$ cat src/rtl/shift_exec_stage.sv
// Registered SLL/SRL/SRA stage with a valid/ready handshake on both sides.
// Define SHIFT_EXEC_SKID_EN to add a one-entry skid buffer so in_ready comes from a flop.
module shift_exec_stage #(
    parameter int N = 32,
    localparam int SW = $clog2(N)
) (
    input  logic          clk,
    input  logic          rst_n,
    input  logic          in_valid,
    output logic          in_ready,
    input  logic [N-1:0]  in_data,
    input  logic [SW-1:0] in_shamt,
    input  logic [1:0]    in_op,
    output logic          out_valid,
    input  logic          out_ready,
    output logic [N-1:0]  out_data,
    output logic          out_illegal
);

    logic [N-1:0] w_res;
    logic         w_ill;
    logic         w_in_fire;
    logic         w_out_fire;

    logic         r_out_valid;
    logic [N-1:0] r_out_data;
    logic         r_out_illegal;

    // op 10 passes the operand through untouched and flags it
    always_comb begin
        w_res = in_data;
        w_ill = 1'b0;
        case (in_op)
            2'b00:   w_res = in_data << in_shamt;
            2'b01:   w_res = in_data >> in_shamt;
            2'b11:   w_res = $unsigned($signed(in_data) >>> in_shamt);
            default: w_ill = 1'b1;
        endcase
    end

    assign w_in_fire  = in_valid & in_ready;
    assign w_out_fire = r_out_valid & out_ready;

    assign out_valid   = r_out_valid;
    assign out_data    = r_out_data;
    assign out_illegal = r_out_illegal;

`ifdef SHIFT_EXEC_SKID_EN
    logic         r_skid_valid;
    logic [N-1:0] r_skid_data;
    logic         r_skid_illegal;
    logic         r_in_ready;

    // r_in_ready always mirrors !r_skid_valid; rst_n only masks it during reset
    assign in_ready = rst_n & r_in_ready;

    always_ff @(posedge clk or negedge rst_n) begin
        if (!rst_n) begin
            r_out_valid    <= 1'b0;
            r_out_data     <= '0;
            r_out_illegal  <= 1'b0;
            r_skid_valid   <= 1'b0;
            r_skid_data    <= '0;
            r_skid_illegal <= 1'b0;
            r_in_ready     <= 1'b1;
        end else if (!r_out_valid || w_out_fire) begin
            if (r_skid_valid) begin
                r_out_data    <= r_skid_data;
                r_out_illegal <= r_skid_illegal;
                r_skid_valid  <= 1'b0;
                r_in_ready    <= 1'b1;
            end else if (w_in_fire) begin
                r_out_valid   <= 1'b1;
                r_out_data    <= w_res;
                r_out_illegal <= w_ill;
            end else begin
                r_out_valid   <= 1'b0;
            end
        end else if (w_in_fire) begin
            r_skid_valid   <= 1'b1;
            r_skid_data    <= w_res;
            r_skid_illegal <= w_ill;
            r_in_ready     <= 1'b0;
        end
    end
`else
    assign in_ready = rst_n & (!r_out_valid || out_ready);

    always_ff @(posedge clk or negedge rst_n) begin
        if (!rst_n) begin
            r_out_valid   <= 1'b0;
            r_out_data    <= '0;
            r_out_illegal <= 1'b0;
        end else if (w_in_fire) begin
            r_out_valid   <= 1'b1;
            r_out_data    <= w_res;
            r_out_illegal <= w_ill;
        end else if (w_out_fire) begin
            r_out_valid   <= 1'b0;
        end
    end
`endif

endmodule

$ cat config.mk
export PLATFORM = sky130hd
export DESIGN_NAME = shift_exec_stage
export DESIGN_NICKNAME = d
export VERILOG_FILES = /design/src/rtl/shift_exec_stage.sv
export SDC_FILE = /design/constraint.sdc
export NUM_CORES = 1
export LEC_CHECK = 0
export CAP_MARGIN = 20
export CORE_ASPECT_RATIO = 0.75
export CORE_UTILIZATION = 25
export CTS_BUF_LIST = sky130_fd_sc_hd__clkbuf_4 sky130_fd_sc_hd__clkbuf_8 sky130_fd_sc_hd__clkbuf_16
export CTS_CLUSTER_DIAMETER = 150
export DETAILED_ROUTE_END_ITERATION = 12
export PLACE_DENSITY_LB_ADDON = 0.1
export SYNTH_ARGS = -nofsm -noshare
export SYNTH_HDL_FRONTEND = slang
export SYNTH_SLANG_ARGS = --single-unit
export TNS_END_PERCENT = 10
$ cat constraint.sdc
create_clock -name clk -period 3.7 [get_ports clk]
set_input_delay 0.555 -clock clk [delete_from_list [all_inputs] [get_ports clk]]
set_output_delay 0.555 -clock clk [all_outputs]
set_load 0.02 [all_outputs]
==> impl_metrics.tcl <==
set metrics [dict create \
    status "finished clean" \
    cp.buffers_inverters 2 \
    synth_cells 705 \
    remaining_drc_errors 0 \
    relSlewSlack_pct 38.0 \
    vias 6857 \
    synthDominantCellAreaShare_pct 21.5 \
    drt-vias-per-instance 6.49 \
    fillers 2479 \
    cts_hold_buf 0 \
    fin_crit_ns 3.19 \
    path_class "input pin to register" \
    tightest_slew_ns 0.907 \
    worstPathCellList "clkdlybuf4s50_1, buf_4, nand2b_1, nand3_1, a2111oi_0, a21oi_1, o21bai_1" \
    yosys.area.top_type "mux4_2" \
    numCtsBuffers 5 \
    skew_ns 0.00558 \
    synth.net_count 748 \
    flow.area_growth_from_synthesis_pct 21.6 \
    irDropWorstVdd_mv 0.152 \
    track_usage_pct 28.3 \
    htreeDepth 2 \
    n_antenna_cell 0 \
    num_rows 48 \
    multi_input_area_sq_um 4720 \
    period_share_pct 86.2 \
    synthFlopType "dfrtp_1" \
    ys_types 68 \
    rsz0062_at_grt "no" \
    drv_cap 0 \
    post_cts_buffers 0 \
    p_leak_nw 2.67 \
    critPathSlowestCell "a2111oi_0" \
    clk_latency_ns 0.29 \
    dieArea_sq_um 24900 \
    avgRoutedWirePerCell_um 32.9 \
    first_global_vias 6727 \
    max_stage_delay_ns 0.85 \
    cp.required_ns 3.91 \
    cts_root_buf "clkbuf_16" \
    setup_violations 0 \
    hold_viol 0 \
    ys.warnings.count 0 \
    cp-start-kind "input pin" \
    dieHeight_um 137 \
    ctsResizeCount 0 \
    grt_pass1_wl_um 50800 \
    ys_ff_latch 34 \
    globalplace.congestion 0.925 \
    start_util_pct 25.9 \
    worstPathMaxFanout 8 \
    utilization_pct 31.5 \
    slew_violations 0 \
    critPathCaptureType "register" \
    syn_area_per_cell_sq_um 8.62 \
    wirelength_um 34700 \
    antenna_found_initial 0 \
    cts_tree "done" \
    grt_overflow 0 \
    seq_area_sq_um 851 \
    worstPathArrival_ns 3.40 \
    async_flop_share_pct 100 \
    io_pins 78 \
    grt_max_degree 72 \
    ant_nets 0 \
    synthTopCellsByArea "mux4_2, dfrtp_1, mux2i_1, nand2_1, mux4_1" \
    nets 799 \
    cts.path.max_buffers 2 \
    path_delay_family "compound AO/OA/AOI/OAI gates" \
    dr.pass1.iters 6 \
    syn-cell-area_sq_um 6070 \
    hold_class "register to register" \
    layout-drive-gt1-share_pct 21.8 \
    fp.dieW_um 182 \
    p_per_area_nw_per_um2 294 \
    core_sq_um 23400 \
    drtIter0Drc 1054 \
    io_buffers 77 \
    setup_tns_ns 0 \
    synth-edff-count 0 \
    clock-sinks 34 \
    dpl.hpwl_um 26100 \
    clk_pin_slew_worst_paths_ns 0.06 \
    clock.fmax_mhz 313 \
    ys_seq_area_share_pct 14.0 \
]
metal layers:
metal	part of all wire, %	up-vias	track usage [%]
met5	0	-	0
met4	2.1	0	6.26
met3	8.7	39	4.44
met2	43	429	42.4
met1	47	3522	42.3
li1	-	2867	-
flip-flops by register name, summed over array words and instances (netlist names):
name	count
out_illegal	1
out_data	32
out_valid	1
tightest hold or removal path: stages, from the launching register on:
cell	delay, ns
dfrtp_1	0.34
nand2_1	0.05
o21ai_0	0.06
kinds of logic (layout without fill, tap and decap cells):
group / after synthesis / in the layout / synth area share [%]
simple gates: 244 / 244 / 18.8
compound gates: 202 / 202 / 23.6
mux: 123 / 123 / 35.3
buf+inv: 102 / 154 / 8.28
flops: 34 / 34 / 14.0
per-stage QoR:
step,instance area (sq um),total power (W),setup WS (ns),hold slack (ns),cells
floorplan,6070,0.00115,1.47,0.259,705
global placement,7240,0.00171,0.219,0.464,1049
detailed placement,7240,0.00169,0.345,0.486,1049
CTS,7390,0.00216,0.617,0.500,1057
global route,7390,0.00226,0.457,0.518,1057
finish,7390,0.00217,0.510,0.490,1057
path summary, 6_finish.rpt:
check                       startpoint          end  slack, ns  cells past startpoint
max in group asynchronous        rst_n  out_illegal       2.82                      2
hold reg to reg            out_illegal  out_illegal       0.49                      2
min in group asynchronous        rst_n  out_data[5]       0.50                      2
setup / recovery              in_op[0]  out_data[5]       0.51                      7
setup reg to reg             out_valid  out_data[5]       1.40                      5
hold / removal             out_illegal  out_illegal       0.49                      2
cells in the final DEF (no fill, tap or decap), drive strengths merged, types with 8 or more instances in the layout:
| cell | instances |
|---|---|
| dfrtp | 34 |
| o2111ai | 10 |
| o31ai | 8 |
| a221oi | 9 |
| nor3 | 19 |
| clkdlybuf4s50 | 72 |
| nand2b | 11 |
| and2 | 12 |
| mux2i | 33 |
| nand2 | 78 |
| mux2 | 22 |
| nand3 | 20 |
| a31oi | 14 |
| inv | 9 |
| nor2 | 66 |
| o311ai | 8 |
| a21oi | 41 |
| buf | 63 |
| o21ai | 32 |
| o22ai | 10 |
| a211oi | 13 |
| mux4 | 68 |
Yosys cell counts (all sizes together) (11+ instances only):
cell	number
mux2	22
nand2	78
a31oi	14
nor2	66
nor3	19
mux2i	33
clkbuf	49
mux4	68
a21oi	41
and2	12
a211oi	13
nand2b	11
dfrtp	34
buf	42
nand3	20
o21ai	32
power breakdown:
part,total (W),switching (W),internal (W)
Clock,0.000457,0.000182,0.000275
Sequential,0.000502,0.0000610,0.000441
Combinational,0.00121,0.000713,0.000497
layout make-up:
class	instances	share of cell area [%]
clock buffer	7	1.98
multi-input combinational	569	63.9
tap	300	5.08
sequential	34	11.5
clock inverter	1	0.0677
inverter	11	0.559
timing repair buffer	135	16.9
Power figures use the tool's default switching activity.
